==> src/rtl/axis_sched_pkg.sv <==
// Shared types and reset constants for the axis_m packet scheduler.
package axis_sched_pkg;

  typedef enum logic [1:0] {
    IDLE   = 2'd0,
    CONFIG = 2'd1,
    STREAM = 2'd2,
    DRAIN  = 2'd3
  } sched_state_t;

  // Round-robin pointer starts at requester 0; beat counter starts empty.
  localparam int RR_PTR_RST = 0;
  localparam int CNT_RST    = 0;

endpackage

==> src/rtl/axis_m_sched_if.sv <==
// Requester, axis_m and status signals of the scheduler, bundled as one interface.
interface axis_m_sched_if #(
  parameter int N_REQ     = 4,
  parameter int WIDTH     = 32,
  parameter int LEN_WIDTH = 10
);
  localparam int IDW = (N_REQ > 1) ? $clog2(N_REQ) : 1;

  logic [N_REQ-1:0]           req_valid;
  logic [N_REQ*LEN_WIDTH-1:0] req_len;
  logic [N_REQ-1:0]           req_ack;
  logic [N_REQ-1:0]           src_ready;
  logic [N_REQ-1:0]           src_valid;
  logic [N_REQ*WIDTH-1:0]     src_data;
  logic                       cfg_valid;
  logic [LEN_WIDTH-1:0]       cfg_len;
  logic                       axm_ready;
  logic                       axm_valid;
  logic [WIDTH-1:0]           axm_data;
  logic                       pkt_done;
  logic [IDW-1:0]             grant_id;
  logic                       busy;
  logic                       err_zero_len;

  // Scheduler side
  modport master (
    input  req_valid, req_len, src_valid, src_data, axm_ready, pkt_done,
    output req_ack, src_ready, cfg_valid, cfg_len, axm_valid, axm_data,
           grant_id, busy, err_zero_len
  );

  // Requester FIFOs / axis_m side
  modport slave (
    output req_valid, req_len, src_valid, src_data, axm_ready, pkt_done,
    input  req_ack, src_ready, cfg_valid, cfg_len, axm_valid, axm_data,
           grant_id, busy, err_zero_len
  );

endinterface

==> src/rtl/axis_m_sched_rr_arbiter.sv <==
// Combinational round-robin arbiter: first request at or after ptr, wrapping.
module rr_arbiter #(
  parameter int N = 4
) (
  input  logic [N-1:0]                      req,
  input  logic [((N > 1) ? $clog2(N) : 1)-1:0] ptr,
  output logic [N-1:0]                      gnt,
  output logic [((N > 1) ? $clog2(N) : 1)-1:0] gnt_id,
  output logic                              any
);
  localparam int IW = (N > 1) ? $clog2(N) : 1;

  // Scan from ptr upward; the first hit wins and masks the rest.
  always_comb begin
    logic [IW-1:0] idx;
    gnt    = '0;
    gnt_id = '0;
    any    = 1'b0;
    idx    = '0;
    for (int off = 0; off < N; off++) begin
      idx = IW'((int'(ptr) + off) % N);
      if (!any && req[idx]) begin
        any      = 1'b1;
        gnt[idx] = 1'b1;
        gnt_id   = idx;
      end
    end
  end

endmodule

==> src/rtl/axis_m_sched.sv <==
// Round-robin packet scheduler feeding one axis_m stream master from N requesters.
module axis_m_sched
  import axis_sched_pkg::*;
#(
  parameter int N_REQ     = 4,
  parameter int WIDTH     = 32,
  parameter int LEN_WIDTH = 10
) (
  input  logic           clk,
  input  logic           rst_n,
  axis_m_sched_if.master bus
);
  localparam int IDW = (N_REQ > 1) ? $clog2(N_REQ) : 1;

  sched_state_t         state, state_nxt;
  logic [IDW-1:0]       rr_ptr;
  logic [IDW-1:0]       gid;
  logic [LEN_WIDTH-1:0] len_q;
  logic [LEN_WIDTH-1:0] cnt;
  logic                 done_seen;

  logic [N_REQ-1:0]     arb_gnt;
  logic [IDW-1:0]       arb_id;
  logic                 arb_any;
  logic [LEN_WIDTH-1:0] cand_len;
  logic                 grant_now;
  logic                 push;
  logic                 last_push;

  rr_arbiter #(.N(N_REQ)) u_arb (
    .req    (bus.req_valid),
    .ptr    (rr_ptr),
    .gnt    (arb_gnt),
    .gnt_id (arb_id),
    .any    (arb_any)
  );

  assign cand_len  = bus.req_len[int'(arb_id)*LEN_WIDTH +: LEN_WIDTH];
  assign grant_now = (state == IDLE) && arb_any;
  assign push      = (state == STREAM) && bus.src_valid[gid] && bus.axm_ready;
  assign last_push = push && (cnt == len_q - 1'b1);

  // State register
  always_ff @(posedge clk or negedge rst_n) begin
    if (!rst_n) state <= IDLE;
    else        state <= state_nxt;
  end

  // Next-state: zero-length grants stay in IDLE; DRAIN leaves on a live or remembered tlast
  always_comb begin
    state_nxt = state;
    case (state)
      IDLE:    if (grant_now && (cand_len != '0)) state_nxt = CONFIG;
      CONFIG:  state_nxt = STREAM;
      STREAM:  if (last_push) state_nxt = DRAIN;
      DRAIN:   if (bus.pkt_done || done_seen) state_nxt = IDLE;
      default: state_nxt = IDLE;
    endcase
  end

  // Grant owner, round-robin pointer, beat counter and early-tlast flag
  always_ff @(posedge clk or negedge rst_n) begin
    if (!rst_n) begin
      rr_ptr    <= IDW'(RR_PTR_RST);
      gid       <= '0;
      cnt       <= LEN_WIDTH'(CNT_RST);
      done_seen <= 1'b0;
    end else begin
      if (grant_now) begin
        gid    <= arb_id;
        rr_ptr <= (int'(arb_id) == N_REQ - 1) ? '0 : arb_id + 1'b1;
        cnt    <= LEN_WIDTH'(CNT_RST);
      end else if (push) begin
        cnt <= cnt + 1'b1;
      end
      // tlast seen while still streaming lets DRAIN exit on its first cycle
      if (state == STREAM)     done_seen <= done_seen || bus.pkt_done;
      else if (state != DRAIN) done_seen <= 1'b0;
    end
  end

  // Descriptor length, captured only on the grant cycle
  always_ff @(posedge clk) begin
    if (grant_now) len_q <= cand_len;
  end

  // Outputs; IDLE pulses are gated by rst_n so every output is 0 while in reset
  always_comb begin
    bus.req_ack      = '0;
    bus.err_zero_len = 1'b0;
    bus.cfg_valid    = 1'b0;
    bus.cfg_len      = '0;
    bus.src_ready    = '0;
    bus.axm_valid    = 1'b0;
    bus.axm_data     = '0;
    case (state)
      IDLE: begin
        if (grant_now && rst_n) begin
          bus.req_ack      = arb_gnt;
          bus.err_zero_len = (cand_len == '0);
        end
      end
      CONFIG: begin
        bus.cfg_valid = 1'b1;
        bus.cfg_len   = len_q;
      end
      STREAM: begin
        bus.src_ready[gid] = bus.axm_ready;
        bus.axm_valid      = push;
        bus.axm_data       = bus.src_data[int'(gid)*WIDTH +: WIDTH];
      end
      default: ;
    endcase
  end

  assign bus.grant_id = gid;
  assign bus.busy     = (state != IDLE);

endmodule

==> src/flat_wrapper.sv <==
// flat-port wrapper written by rule: the top's interface ports become plain ports
module axis_m_sched_flat import axis_sched_pkg::*;
#(
  parameter int N_REQ     = 4,
  parameter int WIDTH     = 32,
  parameter int LEN_WIDTH = 10
)
  (clk, rst_n, bus_req_valid, bus_req_len, bus_src_valid, bus_src_data, bus_axm_ready, bus_pkt_done, bus_req_ack, bus_src_ready, bus_cfg_valid, bus_cfg_len, bus_axm_valid, bus_axm_data, bus_grant_id, bus_busy, bus_err_zero_len);
  axis_m_sched_if #(.N_REQ(N_REQ), .WIDTH(WIDTH), .LEN_WIDTH(LEN_WIDTH)) bus_i ();
  input  logic clk;
  input  logic rst_n;
  input wire logic [$bits(bus_i.req_valid)-1:0] bus_req_valid;
  input wire logic [$bits(bus_i.req_len)-1:0] bus_req_len;
  input wire logic [$bits(bus_i.src_valid)-1:0] bus_src_valid;
  input wire logic [$bits(bus_i.src_data)-1:0] bus_src_data;
  input wire logic [$bits(bus_i.axm_ready)-1:0] bus_axm_ready;
  input wire logic [$bits(bus_i.pkt_done)-1:0] bus_pkt_done;
  output wire logic [$bits(bus_i.req_ack)-1:0] bus_req_ack;
  output wire logic [$bits(bus_i.src_ready)-1:0] bus_src_ready;
  output wire logic [$bits(bus_i.cfg_valid)-1:0] bus_cfg_valid;
  output wire logic [$bits(bus_i.cfg_len)-1:0] bus_cfg_len;
  output wire logic [$bits(bus_i.axm_valid)-1:0] bus_axm_valid;
  output wire logic [$bits(bus_i.axm_data)-1:0] bus_axm_data;
  output wire logic [$bits(bus_i.grant_id)-1:0] bus_grant_id;
  output wire logic [$bits(bus_i.busy)-1:0] bus_busy;
  output wire logic [$bits(bus_i.err_zero_len)-1:0] bus_err_zero_len;
  assign bus_i.req_valid = bus_req_valid;
  assign bus_i.req_len = bus_req_len;
  assign bus_i.src_valid = bus_src_valid;
  assign bus_i.src_data = bus_src_data;
  assign bus_i.axm_ready = bus_axm_ready;
  assign bus_i.pkt_done = bus_pkt_done;
  assign bus_req_ack = bus_i.req_ack;
  assign bus_src_ready = bus_i.src_ready;
  assign bus_cfg_valid = bus_i.cfg_valid;
  assign bus_cfg_len = bus_i.cfg_len;
  assign bus_axm_valid = bus_i.axm_valid;
  assign bus_axm_data = bus_i.axm_data;
  assign bus_grant_id = bus_i.grant_id;
  assign bus_busy = bus_i.busy;
  assign bus_err_zero_len = bus_i.err_zero_len;
  axis_m_sched #(.N_REQ(N_REQ), .WIDTH(WIDTH), .LEN_WIDTH(LEN_WIDTH)) u_core (.clk(clk), .rst_n(rst_n), .bus(bus_i));
endmodule
==> config.mk <==
export PLATFORM = sky130hd
export DESIGN_NAME = axis_m_sched_flat
export DESIGN_NICKNAME = d
export VERILOG_FILES = /design/src/rtl/axis_sched_pkg.sv /design/src/rtl/axis_m_sched_if.sv /design/src/rtl/axis_m_sched_rr_arbiter.sv /design/src/rtl/axis_m_sched.sv /design/src/flat_wrapper.sv
export SDC_FILE = /design/constraint.sdc
export NUM_CORES = 1
export LEC_CHECK = 0
export ABC_AREA = 1
export ABC_CLOCK_PERIOD_IN_PS = 3900
export CAP_MARGIN = 20
export CORE_ASPECT_RATIO = 1.25
export CORE_MARGIN = 4
export CORE_UTILIZATION = 35
export DETAILED_ROUTE_END_ITERATION = 16
export HOLD_SLACK_MARGIN = 0.05
export PLACE_DENSITY = 0.81
export SLEW_MARGIN = 20
export SYNTH_ARGS = -nofsm -noshare
export SYNTH_HDL_FRONTEND = slang
export SYNTH_HIERARCHICAL = 1
export SYNTH_SLANG_ARGS = --single-unit
==> constraint.sdc <==
create_clock -name clk -period 3.9 [get_ports clk]
set_clock_uncertainty 0.15 [all_clocks]
set_input_delay 0.39 -clock clk [delete_from_list [all_inputs] [get_ports clk]]
set_output_delay 0.39 -clock clk [all_outputs]
set_load 0.01 [all_outputs]
# Yosys cells after proc, flatten, opt, wreduce, memory -nomap -nowiden
# Index checks and enable logic that the tools add are counted.
[totals]
ff_bits = 27
elab_cells = 113
[classes]
shifts = 2
magnitude_cmp = 10
muxes = 50
n_eq_ne = 9
bitwise = 4
n_addsub = 6
reduce_logical = 25
mul = 1
[op_table]
columns = ["operator", "n"]
rows = [
  ["$shiftx A128 B8 Y32", 1],
  ["$shiftx A40 B32 Y10", 1],
  ["$mux W32", 1],
  ["$mux W10", 3],
  ["$mux W4", 7],
  ["$mux W1", 20],
  ["$mux W2", 8],
  ["$lt A2 B3 Y1 const B", 5],
  ["$logic_and A1 B1 Y1", 14],
  ["$or A4 B4 Y4", 3],
  ["$add A10 B1 Y10 const B", 1],
  ["$bmux W1 S2", 5],
  ["$demux W1 S2", 5],
  ["$eq A10 B10 Y1", 1],
  ["$ge A2 B1 Y1 const B", 5],
  ["$logic_not A10 Y1", 1],
  ["$reduce_bool A10 Y1", 1],
  ["$sub A10 B1 Y10 const B", 1],
  ["$pmux W2 S4", 1],
  ["$reduce_bool A2 Y1", 3],
  ["$mul A2 B3 Y5 const B", 1],
  ["$add A2 B1 Y2 const B", 2],
  ["$add A2 B2 Y2 const B", 2],
  ["$and A4 B4 Y4", 1],
  ["other kinds (8)", 14],
]

# Logic depth before layout (Yosys ltp)
[depth]
depth_word = 18
mapped_depth = 22

# By module
# Netlist, hierarchy kept.
[modules_own_cells]
columns = ["module", "area_each_um2", "instances", "cells_each", "seq_area_each_um2"]
rows = [
  ["axis_m_sched", 2870.3, 1, 445, 725.7],
  ["rr_arbiter", 422.9, 1, 74, 0.0],
]

# Least setup slack after synthesis
# Ideal clock, no wire load.
[synth_path]
kind = "register to output"
start = "reg u_core.rr_ptr[0]"
end = "out bus_err_zero_len"
setup_slack_ns = 0.882
path_buffers = 1
arrival_ns = 2.478
stages_incl_launch_ff = 16
path_cell_list = "dfrtp_1 -> inv_2 -> ha_1 -> inv_1 -> nand3_1 -> nand2_1 -> nor2_1 -> a21oi_1 -> nand3_1 -> clkbuf_1 -> nand3_1 -> nand2_1 -> nand2_1 -> nor2_1 -> nand3_1 -> nor2_1"
[synth_via]
elab_chain_cells = 17
word_cells_on_any_way = 32
classes_between = "3 x add/sub; 1 x mul; 1 x shift; 18 x mux; 9 x reduce/logical"
[synth_rtl]
columns = ["item", "line_no", "text"]
rows = [
  ["start: declaration", "axis_m_sched.sv:16", "logic [IDW-1:0] rr_ptr;"],
  ["start signal: assignment", "axis_m_sched.sv:64", "rr_ptr <= IDW'(RR_PTR_RST);"],
  ["start signal: assignment", "axis_m_sched.sv:71", "rr_ptr <= (int'(arb_id) == N_REQ - 1) ? '0 : arb_id + 1'b1;"],
  ["branches (longest 11 deep; another with $add A2 B1 Y2)", "-", ""],
  ["$mux W2 (*)", "axis_m_sched_rr_arbiter.sv:22", "if (!any && req[idx]) begin"],
  ["net u_core.arb_id[1]", "axis_m_sched.sv:23", "logic [IDW-1:0] arb_id;"],
  ["$mul A2 B3 Y5 (*)", "axis_m_sched.sv:38", "assign cand_len = bus.req_len[int'(arb_id)*LEN_WIDTH +: LEN_WIDTH];"],
  ["$shiftx A40 B32 Y10 (*)", "axis_m_sched.sv:38", ""],
  ["$logic_not A10 Y1 (*)", "axis_m_sched.sv:100", "bus.err_zero_len = (cand_len == '0);"],
  ["$mux W1 (*)", "axis_m_sched.sv:98", "if (grant_now && rst_n) begin"],
  ["$mux W1 (*)", "axis_m_sched.sv:96", "case (state)"],
  ["end: declaration", "flat_wrapper.sv:26", "output wire logic [$bits(bus_i.err_zero_len)-1:0] bus_err_zero_len;"],
]
# Mark *: on every way through the listed nets, which the timed path passes. The select of a mux whose other input is x is not followed.

# Worst setup path in the final report
[layout_path]
start = "in bus_req_valid[3]"
end = "out bus_err_zero_len"
[layout_via]
elab_chain_cells = 17
word_cells_on_any_way = 29
classes_between = "1 x mul; 1 x shift; 18 x mux; 9 x reduce/logical"
[layout_rtl]
columns = ["item", "line_no", "text"]
rows = [
  ["start: declaration", "flat_wrapper.sv:12", "input wire logic [$bits(bus_i.req_valid)-1:0] bus_req_valid;"],
  ["$bmux W1 S2", "axis_m_sched_rr_arbiter.sv:22", ""],
  ["$mux W1 (not written as such)", "axis_m_sched_rr_arbiter.sv:22", ""],
  ["$mux W1", "axis_m_sched_rr_arbiter.sv:22", ""],
  ["$logic_not A1 Y1", "axis_m_sched_rr_arbiter.sv:22", ""],
  ["$logic_and A1 B1 Y1", "axis_m_sched_rr_arbiter.sv:22", ""],
  ["$mux W1", "axis_m_sched_rr_arbiter.sv:22", ""],
  ["$logic_not A1 Y1", "axis_m_sched_rr_arbiter.sv:22", ""],
  ["$logic_and A1 B1 Y1", "axis_m_sched_rr_arbiter.sv:22", ""],
  ["(+2 left out)", "-", ""],
  ["$logic_and A1 B1 Y1", "axis_m_sched_rr_arbiter.sv:22", ""],
  ["$mux W2 (*)", "axis_m_sched_rr_arbiter.sv:22", ""],
  ["net u_core.arb_id[0]", "axis_m_sched.sv:23", ""],
  ["$mul A2 B3 Y5 (*)", "axis_m_sched.sv:38", ""],
  ["$shiftx A40 B32 Y10 (*)", "axis_m_sched.sv:38", ""],
  ["$logic_not A10 Y1 (*)", "axis_m_sched.sv:100", ""],
  ["$mux W1 (*)", "axis_m_sched.sv:98", ""],
  ["$mux W1 (*)", "axis_m_sched.sv:96", ""],
]
# Mark *: on every way through the listed nets, which the timed path passes. The rest lies on a longest branch. The select of a mux whose other input is x is not followed.

==> summary.txt <==
Final Setup Violations: 0
Area share of the largest cell type after synthesis: 15.4%
I/O pin count: 236
Slowest stage cell, crit path: clkdlybuf4s50_1
Insertion delay to the later sink of the worst-skew pair: 260 ps
Area Growth Syn to Fin: 79.3%
Total GRT Usage: 25.2%
Setup ws final: 199 ps
Pre-CTS WS: 175 ps
Yosys top cell by area: nand2_1
Core ar.: 0.00917 mm2
H-tree level count: 1
Distinct cell type count after synthesis: 30
Share of layout cells above drive strength 1: 6.97%
Post-Synth Adder-Cell Area: 4.56%
Die area: 0.0110 mm2
DRC violations left: 0
Die height: 116 um
Clk sinks: 27
Worst slew pin tran: 833 ps
Fmax achieved: 270 MHz
Synth warn: 6
Post-route minimum period: 3700 ps
Simple logic cell fraction of the synthesized area: 34.4%
Leakage: 2.55 nW
CTS tree: built
Tot Pwr: 4.17 mW
Layout Nets: 939
Worst path arrival time: 3160 ps
Outcome: finished, final reports clean
Cell count after synthesis: 519
IO Port Bufs: 235
R2R depth: 20
Post-Synth XOR/XNOR Area: 4.52%
Main combinational cell family by area after synthesis: simple AND/OR/NAND/NOR gates
Mapped Nets: 711
Slew Viols, Final: 0
GR Overflow Total: 0
Yosys reg bits: 27
Initial antenna violation count: 0
Filler cell count: 840
Final period util: 94.9%
R2R Path End: u_core/state[0]$_DFFE_PN0P_
Hpwl dp: 12600 um
Largest net degree at the start of global routing: 35
DR vias/cell: 5.26
N_diodes: 0
Routed Antenna Nets: 0
Maximum fanout along the worst path: 22
First-pass GRT wire length: 22000 um
Crit path largest cell delay: 540 ps
Cell Rows: 39
DR pass1 iterations: 5
Setup tns final: 0 ps
Reg clk slew, reported paths: 70 ps
Placed insts: 860
DRT Wirelength: 15300 um
Ranking of synthesized cells by area: nand2_1 15%, a22oi_1 15%, dfrtp_1 13%
TritonCTS Buffers: 3
Initial Util: 35.9%
Finished Layout Cells: 869
Synth Area in Compound Gates: 24.0%
Worst path most repeated cell: nand2_1
Clock Tree Buf Depth: 2
Multiplexer share of the synthesized area: 0%
Worst-case vdd ir drop: 603 uV
Power density cells: 707 mW/mm2
Reg2Reg Setup Slack: 820 ps
Hold Path Class: input pin to async pin
Crit-path cells: clkdlybuf4s50_1 > inv_1 > nand2_1 > nand2_1 > nand2_1 > nand2_1 > inv_1 > nand3_1 > nand3_2 > buf_6 > nand2_1 > nand3_1 > nand2_1 > nand2_1 > nor2_1 > nand3_1 > nor2_1 > clkdlybuf4s50_1
Die Wd: 94.8 um
Critical path type: input pin to primary output
# Max-Cap Violations: 0
WL per Instance: 17.6 um
GP Congestion: 0.934
Mapped cell area: 0.00329 mm2
Max-slew headroom: 44.3%
Detailed Route Iter0 Violations: 314
Vias in the first global route: 4359
Crit path capture type: primary output
Via count: 4567
Post-layout util: 64.4%
Avg Inst Size Synth: 6.35 um2
CTS Root Cell: clkbuf_16
Launch instance of the worst register-to-register path: u_core/rr_ptr[0]$_DFFE_PN0P_
Worst path bufs/invs: 5
Final Hold Viols: 0
CP top delay family: buffers and inverters
Crit path launch type: input pin
CP required: 3360 ps
Sequential area share after synthesis: 22.0%
[per-layer routing]
metal | wire, um | GRT usage (%) | vias to the layer above | part of all wire (%)
met2 | 7590 | 43.9 | 261 | 50
met4 | 440 | 9.24 | 0 | 2.9
met1 | 5780 | 31.0 | 2061 | 38
li1 | - | - | 2211 | -
met5 | 0 | 0 | - | 0
met3 | 1480 | 4.51 | 34 | 9.7
[final cells by class]
cell class              count  area (um2)  share of cell area, %
repair buffers            248        2470                   41.8
inverters                  63         241                   4.09
well taps                 123         154                   2.61
clock buffers               3        75.1                   1.27
flip-flops and latches     27         726                   12.3
clock inverters             1        7.51                  0.127
multi-input cells         404        2240                   37.9
[flip-flops by register name, summed over array words and instances, names as in the netlist]
signal and flops:
u_core/state 2, u_core/bus.grant_id 2, u_core/cnt 10, u_core/len_q 10, u_core/rr_ptr 2, u_core/done_seen 1
[metrics by stage]
step                      hold WS, ps  instance area (um2)
after CTS                         315                 5830
after floorplan                 -55.6                 3290
after detailed placement          382                 5750
after global routing              326                 5910
after global placement            356                 5750
final                             310                 5910
[how the worst max path moves through the flow]
stage / to / cells past startpoint / slack, ps / startpoint
after detailed placement: bus_err_zero_len / 18 / 180 / bus_req_valid[3]
after global routing: bus_err_zero_len / 17 / -20 / u_core/rr_ptr[0]$_DFFE_PN0P_
after CTS: bus_err_zero_len / 17 / 70 / u_core/rr_ptr[0]$_DFFE_PN0P_
after global placement: bus_err_zero_len / 18 / 330 / bus_req_valid[3]
final: bus_err_zero_len / 18 / 200 / bus_req_valid[3]
after floorplan: bus_err_zero_len / 15 / 880 / u_core/rr_ptr[0]$_DFFE_PN0P_
[synthesized netlist by cell type]
| cell | number |
|---|---|
| xnor2_1 | 6 |
| a22oi_1 | 64 |
| nand3_1 | 47 |
| buf_2 | 6 |
| nor2_4 | 2 |
| dfrtp_1 | 17 |
| nor2_2 | 2 |
| nand2_1 | 135 |
| ha_1 | 12 |
| xor2_1 | 11 |
| nor2_1 | 34 |
| buf_6 | 1 |
| nand4_1 | 9 |
| nand3b_1 | 1 |
| nor3_2 | 1 |
| o31ai_1 | 2 |
| inv_2 | 12 |
| clkbuf_1 | 17 |
| nor3_1 | 7 |
| nand2_2 | 8 |
| or2_0 | 2 |
| nand3_2 | 2 |
| buf_1 | 1 |
| inv_1 | 51 |
| nor2_8 | 1 |
| nor3_4 | 1 |
| edfxtp_1 | 10 |
| a21oi_1 | 44 |
| a21boi_0 | 4 |
| o21ai_1 | 9 |
[power by group]
part / switching (mW) / internal [mW] / total [mW]
Clock: 0.0950 / 0.139 / 0.234
Combinational: 1.93 / 1.36 / 3.29
Sequential: 0.162 / 0.484 / 0.647
Total: 2.19 / 1.99 / 4.17
[worst register-to-register path, delay by kind of cell (launching register included)]
kind / cells / cell delay (ps)
compound gates: 1 / 290
fa+ha+maj: 1 / 370
buf+inv: 3 / 370
flops: 1 / 400
simple gates: 15 / 1390
[repair_timing]
action / in CTS / in global routing
resized for setup: 0 / 10
hold buffers: 0 / 0
endpoints found under the setup margin: 0 / 1
setup buffers: 0 / 5
[layout by cell type (no fill, tap or decap), types with 2 or more instances in the layout]
cell             instances
buf_4                   11
a22oi_1                 64
a21oi_1                 43
xor2_1                  11
nor2_2                   3
dfrtp_1                 17
nand4_1                  9
clkbuf_16                3
edfxtp_1                10
nor3_1                   7
o21ai_1                  9
clkdlybuf4s50_1        235
nand2_2                  8
inv_4                    2
xnor2_1                  6
a21boi_0                 4
ha_1                    11
nand3_1                 46
inv_1                   49
o31ai_1                  2
inv_2                   12
nand2_1                135
nand3_2                  3
nor2_4                   2
nor2_1                  33
or2_0                    2
[cell families after synthesis]
| kind of cell | after synthesis |
|---|---|
| AO/OA/AOI/OAI | 123 |
| AND/OR/NAND/NOR | 252 |
| XOR/XNOR | 17 |
| adder cells (fa/ha/maj) | 12 |
| buffers and inverters | 88 |
| flip-flops | 27 |
(Power assumes the default switching activity.)
